File: src/rtl/time_display_scanner.sv
`default_nettype none
// ============================================================================
// Module      : time_display_scanner
// Description : Six-digit multiplexed 7-segment scanner for hh:mm:ss.
//               Frame-coherent input snapshot, BCD split, dash on
//               out-of-range fields, optional hours leading blank,
//               per-slot anti-ghost blanking and a tick-driven colon.
// Revision    : 1.0 - initial release
// ============================================================================
module time_display_scanner #(
    parameter int DIV        = 50000,
    parameter int ACTIVE_LOW = 1,
    parameter int LEAD_BLANK = 0
) (
    input  logic       iClk,
    input  logic       iRst,
    input  logic       iEn,
    input  logic       iTick,
    input  logic [5:0] iSec,
    input  logic [5:0] iMin,
    input  logic [4:0] iHour,
    output logic [6:0] oSeg,
    output logic       oDp,
    output logic [5:0] oDig
);

    localparam int              c_DW      = (DIV > 2) ? $clog2(DIV) : 1;
    localparam logic [c_DW-1:0] c_LAST    = c_DW'(DIV - 1);
    // Inactive levels double as XOR masks that apply the output polarity.
    localparam logic [6:0]      c_SEG_OFF = (ACTIVE_LOW != 0) ? 7'h7F : 7'h00;
    localparam logic [5:0]      c_DIG_OFF = (ACTIVE_LOW != 0) ? 6'h3F : 6'h00;
    localparam logic            c_DP_OFF  = (ACTIVE_LOW != 0) ? 1'b1 : 1'b0;
    localparam logic [6:0]      c_DASH    = 7'h40;
    localparam logic [6:0]      c_BLANK   = 7'h00;

    logic [c_DW-1:0] r_div;
    logic [2:0]      r_idx;
    logic [5:0]      r_sec;
    logic [5:0]      r_min;
    logic [4:0]      r_hour;
    logic            r_phase;
    logic [6:0]      r_seg;
    logic            r_dp;
    logic [5:0]      r_dig;

    logic            w_slot_end;
    logic            w_frame_end;
    logic [3:0]      w_sec_t;
    logic [3:0]      w_sec_o;
    logic [3:0]      w_min_t;
    logic [3:0]      w_min_o;
    logic [3:0]      w_hour_t;
    logic [3:0]      w_hour_o;
    logic            w_sec_bad;
    logic            w_min_bad;
    logic            w_hour_bad;
    logic [6:0]      w_glyph;
    logic [5:0]      w_dig_on;
    logic            w_dp_on;

    // Lit-segment pattern (gfedcba, 1 = lit) for a decimal digit.
    function automatic logic [6:0] f_glyph(input logic [3:0] d);
        case (d)
            4'd0:    f_glyph = 7'h3F;
            4'd1:    f_glyph = 7'h06;
            4'd2:    f_glyph = 7'h5B;
            4'd3:    f_glyph = 7'h4F;
            4'd4:    f_glyph = 7'h66;
            4'd5:    f_glyph = 7'h6D;
            4'd6:    f_glyph = 7'h7D;
            4'd7:    f_glyph = 7'h07;
            4'd8:    f_glyph = 7'h7F;
            4'd9:    f_glyph = 7'h6F;
            default: f_glyph = 7'h00;
        endcase
    endfunction

    assign w_slot_end  = (r_div == c_LAST);
    assign w_frame_end = w_slot_end && (r_idx == 3'd5);

    // Slot divider and digit index; index advances on the last cycle of a slot.
    always_ff @(posedge iClk or negedge iRst) begin
        if (!iRst) begin
            r_div <= '0;
            r_idx <= 3'd0;
        end else if (w_slot_end) begin
            r_div <= '0;
            r_idx <= (r_idx == 3'd5) ? 3'd0 : r_idx + 3'd1;
        end else begin
            r_div <= r_div + c_DW'(1);
        end
    end

    // Latch all three fields together at frame end so a frame never tears.
    always_ff @(posedge iClk or negedge iRst) begin
        if (!iRst) begin
            r_sec  <= 6'd0;
            r_min  <= 6'd0;
            r_hour <= 5'd0;
        end else if (w_frame_end) begin
            r_sec  <= iSec;
            r_min  <= iMin;
            r_hour <= iHour;
        end
    end

    // Colon phase flips on every seconds tick, independent of the snapshot.
    always_ff @(posedge iClk or negedge iRst) begin
        if (!iRst) begin
            r_phase <= 1'b1;
        end else if (iTick) begin
            r_phase <= ~r_phase;
        end
    end

    // BCD split and range checks on the snapshot values.
    always_comb begin
        w_sec_t    = 4'(r_sec / 6'd10);
        w_sec_o    = 4'(r_sec % 6'd10);
        w_min_t    = 4'(r_min / 6'd10);
        w_min_o    = 4'(r_min % 6'd10);
        w_hour_t   = 4'(r_hour / 5'd10);
        w_hour_o   = 4'(r_hour % 5'd10);
        w_sec_bad  = (r_sec >= 6'd60);
        w_min_bad  = (r_min >= 6'd60);
        w_hour_bad = (r_hour >= 5'd24);
    end

    // Select the glyph for the current slot.
    always_comb begin
        w_glyph = c_BLANK;
        case (r_idx)
            3'd0: w_glyph = w_sec_bad  ? c_DASH : f_glyph(w_sec_o);
            3'd1: w_glyph = w_sec_bad  ? c_DASH : f_glyph(w_sec_t);
            3'd2: w_glyph = w_min_bad  ? c_DASH : f_glyph(w_min_o);
            3'd3: w_glyph = w_min_bad  ? c_DASH : f_glyph(w_min_t);
            3'd4: w_glyph = w_hour_bad ? c_DASH : f_glyph(w_hour_o);
            3'd5: begin
                if (w_hour_bad) begin
                    w_glyph = c_DASH;
                end else if ((LEAD_BLANK != 0) && (w_hour_t == 4'd0)) begin
                    w_glyph = c_BLANK;
                end else begin
                    w_glyph = f_glyph(w_hour_t);
                end
            end
            default: w_glyph = c_BLANK;
        endcase
    end

    // Digit enable with a dead first cycle per slot, and colon dots.
    always_comb begin
        w_dig_on = (r_div == '0) ? 6'd0 : (6'd1 << r_idx);
        w_dp_on  = r_phase && ((r_idx == 3'd2) || (r_idx == 3'd4));
    end

    // Registered outputs with polarity applied; disable forces inactive.
    always_ff @(posedge iClk or negedge iRst) begin
        if (!iRst) begin
            r_seg <= c_SEG_OFF;
            r_dp  <= c_DP_OFF;
            r_dig <= c_DIG_OFF;
        end else if (iEn) begin
            r_seg <= w_glyph ^ c_SEG_OFF;
            r_dp  <= w_dp_on ^ c_DP_OFF;
            r_dig <= w_dig_on ^ c_DIG_OFF;
        end else begin
            r_seg <= c_SEG_OFF;
            r_dp  <= c_DP_OFF;
            r_dig <= c_DIG_OFF;
        end
    end

    assign oSeg = r_seg;
    assign oDp  = r_dp;
    assign oDig = r_dig;

endmodule
`default_nettype wire

File: config.mk
export PLATFORM = sky130hd
export DESIGN_NAME = time_display_scanner
export DESIGN_NICKNAME = d
export VERILOG_FILES = /design/src/rtl/time_display_scanner.sv
export SDC_FILE = /design/constraint.sdc
export NUM_CORES = 1
export LEC_CHECK = 0
export CAP_MARGIN = 10
export CORE_UTILIZATION = 35
export DETAILED_ROUTE_END_ITERATION = 16
export PLACE_DENSITY = 0.66
export SYNTH_ARGS = -nofsm -noshare
export SYNTH_HDL_FRONTEND = slang
export SYNTH_SLANG_ARGS = --single-unit
File: constraint.sdc
create_clock -name iClk -period 3.5 [get_ports iClk]
set_input_delay 0.35 -clock iClk [delete_from_list [all_inputs] [get_ports iClk]]
set_output_delay 0.35 -clock iClk [all_outputs]
set_load 0.05 [all_outputs]
==> results.txt <==
The clock passes through at most 2 buffers. The number of placed instances, taps included, is 653. The top achievable clock speed is 313 MHz. The static leakage power is 2.04 nW.

The headroom to the max-slew limit is 44.5%. For this run, the number of standard cells in the final layout without fillers is 661. The average vias per placed instance is 5.45.

The signal on the critical path passes through inv_1 -> ha_1 -> a21oi_1 -> or2_1 -> a31oi_4 -> inv_1 -> nand2_1 -> a21oi_1 -> inv_1 -> ha_1 -> o21ai_0 -> nand2_1 -> or3_1 -> o41ai_2. The final antenna diode count is 0. For the worst setup path, the data required time is 3700 ps. The initial antenna violation count was 0. The first-pass GRT wire length is 16700 um. The delay of the slowest cell on the worst path came out at 480 ps. On the critical path, the stage with the largest delay is an instance of sky130_fd_sc_hd__dfrtp_2. The initial core utilization came out at 36.1%. The unique cell type count in the Yosys netlist is 67. The overall track demand over capacity in global routing is 16.4%. The count of endpoints failing setup in the final report is 0. The remaining global-route overflow is 0. The worst path in the final design needs a cycle of 3200 ps, including I/O delays and setup. The nature of the critical path endpoint is a flip-flop. The number of inserted filler cells in the final layout is 1103. Across all setup checks in the final design, the least slack found is 305 ps. Summing all placed instances gives a cell area of 4640 um2. The pin slew with the least headroom to its limit came out at 831 ps. The average routed wire per standard cell is 14.5 um. The last weighted congestion value of the routability-driven placer is 0.873. The total negative slack is 0 ps.

The number of maximum-capacitance violations came out at 0. The clock-pin slew on the worst setup and hold paths came out at 70 ps. The final non-filler cell area came out at 4800 um2. The run finished with clean final reports. The post-cts hold buffer count came out at 0. The count of synthesis-stage warnings from yosys came out at 0. The vertical die dimension is 111 um. The placement-stage worst setup slack came out at 212 ps. The number of clock sinks is 51. Grouping stages by cell kind, the critical path spends the most delay in compound AO/OA/AOI/OAI gates. The share of synthesized area occupied by flip-flops and latches is 31.3%. In the final layout, the multi-input gates occupy 2640 um2. Row generation in the floorplan step produced 39 rows. The cell sitting at the root of the clock tree is a sky130_fd_sc_hd__clkbuf_16. The nature of the critical path startpoint is a flip-flop. The core footprint came out at 11500 um2.

VDD sags by at most 0.178 mV. The min-delay analysis places its worst path in the category in -> async. The final hold violation count came out at 0.

The synthesized area came out at 4140 um2. Setup repair after global routing left no endpoint under its margin. The number of max-slew violations in the final report came out at 0. The detailed router finished its first iteration with 224 violations. Cells with a size suffix above 1 make up 14.5% of the layout. TritonCTS created 5 clock buffers.

The count of buffers from port buffering is 34. The fraction of registers with async set/reset is 100%. The pin count of the biggest net entering global routing came out at 36. The full die area came out at 12300 um2. The arrival time of the worst setup path came out at 3400 ps.

The post-route clock period utilization came out at 91.3%. The synthesized netlist net count is 540. In the synthesized netlist, the number of instances is 482. The post-layout net count is 575. The top-level I/O count came out at 35.

The post-detailed-placement half-perimeter wirelength came out at 7350 um. The most frequently used flop master after synthesis is sky130_fd_sc_hd__dfrtp_1. Measured along the x axis, the die boundary spans 111 um. The clock latency at the later pin of the worst-skew pair is 300 ps. The detailed-route DRC error count came out at 0.

Among the stages of the critical path, the cell type that occurs most often is sky130_fd_sc_hd__inv_1. The synthesized area divided by synthesized cell count came out at 8.58 um2. The count of nets left with antenna violations once routing finished came out at 0. The flip-flop and latch count after synthesis is 51. The routed via count came out at 3600.

The number of buffer and inverter stages on the critical path came out at 3. The area used by sequential logic in the layout came out at 1300 um2. The total power of the final layout came out at 1.65 mW. The routed wire length is 9600 um. The path type of the worst setup path is reg -> reg. The number of H-tree branching levels came out at 2.

The number of flops mapped to enable cells by yosys came out at 0. The power density over the cells is 343 nW/um2. The number of optimization iterations in the first detailed-route pass is 6.

The clock skew is 8.44 ps. The area overhead of the layout relative to synthesis came out at 16.1%. The critical-path maximum fanout came out at 10. The via count of the first global-routing pass is 3492. TritonCTS built the clock tree.
-- cells in the mapped netlist (all sizes together), types with 5 or more instances --
library cell | count | area (um2)
nor2b | 5 | 38.8
dfstp | 15 | 394
a31oi | 9 | 77.6
nand2b | 7 | 43.8
o31ai | 5 | 42.5
inv | 30 | 113
o21a | 8 | 60.1
xnor2 | 10 | 87.6
nor2 | 46 | 173
mux2 | 21 | 236
nor4 | 5 | 37.5
a21oi | 39 | 203
xor2 | 10 | 87.6
a221oi | 5 | 50.0
nor3 | 16 | 90.1
nand4 | 8 | 50.1
buf | 14 | 85.1
nand3 | 14 | 70.1
nand2 | 48 | 183
ha | 37 | 463
dfrtp | 36 | 901
o21ai | 31 | 159
-- sequential cells by signal (all words and copies together), names as in the netlist --
signal   cells
r_div       16
oSeg         7
oDig         6
r_min        6
r_sec        6
r_hour       5
r_idx        3
oDp          1
r_phase      1
-- per-layer routing --
metal	track usage (%)	share of wire [%]	vias to the layer above
met5	0	0	-
met4	5.42	1.8	0
met3	1.80	3.6	16
met2	28.2	49	93
met1	21.6	46	1701
li1	-	-	1790
-- cells by family (layout without fill, tap and decap cells) --
logic type	after synthesis	count (layout)	share of synthesized area [%]
multiplexers	24	24	6.44
XOR/XNOR	20	20	4.23
flip-flops	51	51	31.3
adder cells (fa/ha/maj)	37	37	11.2
AO/OA/AOI/OAI	134	134	22.0
buffers and inverters	48	84	5.14
AND/OR/NAND/NOR	168	168	19.7
-- layout make-up --
type | count | share of cell area (%)
multi-input combinational | 383 | 54.9
sequential | 51 | 27.0
timing repair buffer | 46 | 8.85
tap | 143 | 3.72
clock buffer | 6 | 2.89
inverter | 30 | 2.34
clock inverter | 2 | 0.339
-- per-stage QoR --
| stage | hold WS [ps] | utilization (%) |
|---|---|---|
| finish | 129 | 41.9 |
| global route | 192 | 41.9 |
| CTS | 151 | 41.8 |
| detailed placement | 468 | 40.5 |
| global placement | 462 | 40.5 |
| floorplan | 54.4 | - |
-- what timing repair did --
action / CTS / global route
endpoints found under the setup margin: 0 / 3
gates resized for setup: 0 / 3
setup buffers: 0 / 0
-- report_power, final --
part	switching, mW	internal [mW]	total [mW]
Combinational	0.276	0.190	0.466
Clock	0.230	0.286	0.517
Sequential	0.0329	0.631	0.664
Total	0.539	1.11	1.65
-- cell usage in the layout, fill, tap and decap left out, types with 8 or more instances in the layout --
master                             n
sky130_fd_sc_hd__clkdlybuf4s50_1  33
sky130_fd_sc_hd__mux2_2           20
sky130_fd_sc_hd__dfstp_2          15
sky130_fd_sc_hd__buf_4            12
sky130_fd_sc_hd__xor2_1           10
sky130_fd_sc_hd__o21ai_0          24
sky130_fd_sc_hd__a21oi_1          37
sky130_fd_sc_hd__nand2_1          47
sky130_fd_sc_hd__dfrtp_1          35
sky130_fd_sc_hd__o21a_1            8
sky130_fd_sc_hd__xnor2_1          10
sky130_fd_sc_hd__ha_1             37
sky130_fd_sc_hd__nor2_1           45
sky130_fd_sc_hd__inv_1            30
sky130_fd_sc_hd__nand4_1           8
sky130_fd_sc_hd__nor3_1           14
sky130_fd_sc_hd__nand3_1          14
-- worst paths after layout --
| kind | from | to | slack (ps) | cells past startpoint |
|---|---|---|---|---|
| min | iRst | r_hour[4]$_DFFE_PN0P_ | 130 | 1 |
| min reg2reg | r_phase$_DFFE_PN1P_ | oDp$_DFF_PN1_ | 490 | 1 |
| max reg2reg | r_sec[4]$_DFFE_PN0P_ | oSeg[3]$_DFF_PN1_ | 300 | 14 |
| max in group asynchronous | iRst | oSeg[3]$_DFF_PN1_ | 2530 | 2 |
| max | r_sec[4]$_DFFE_PN0P_ | oSeg[3]$_DFF_PN1_ | 300 | 14 |
| min in group iClk | r_phase$_DFFE_PN1P_ | oDp$_DFF_PN1_ | 490 | 1 |
Note: power is estimated with default switching activity, not from simulation.
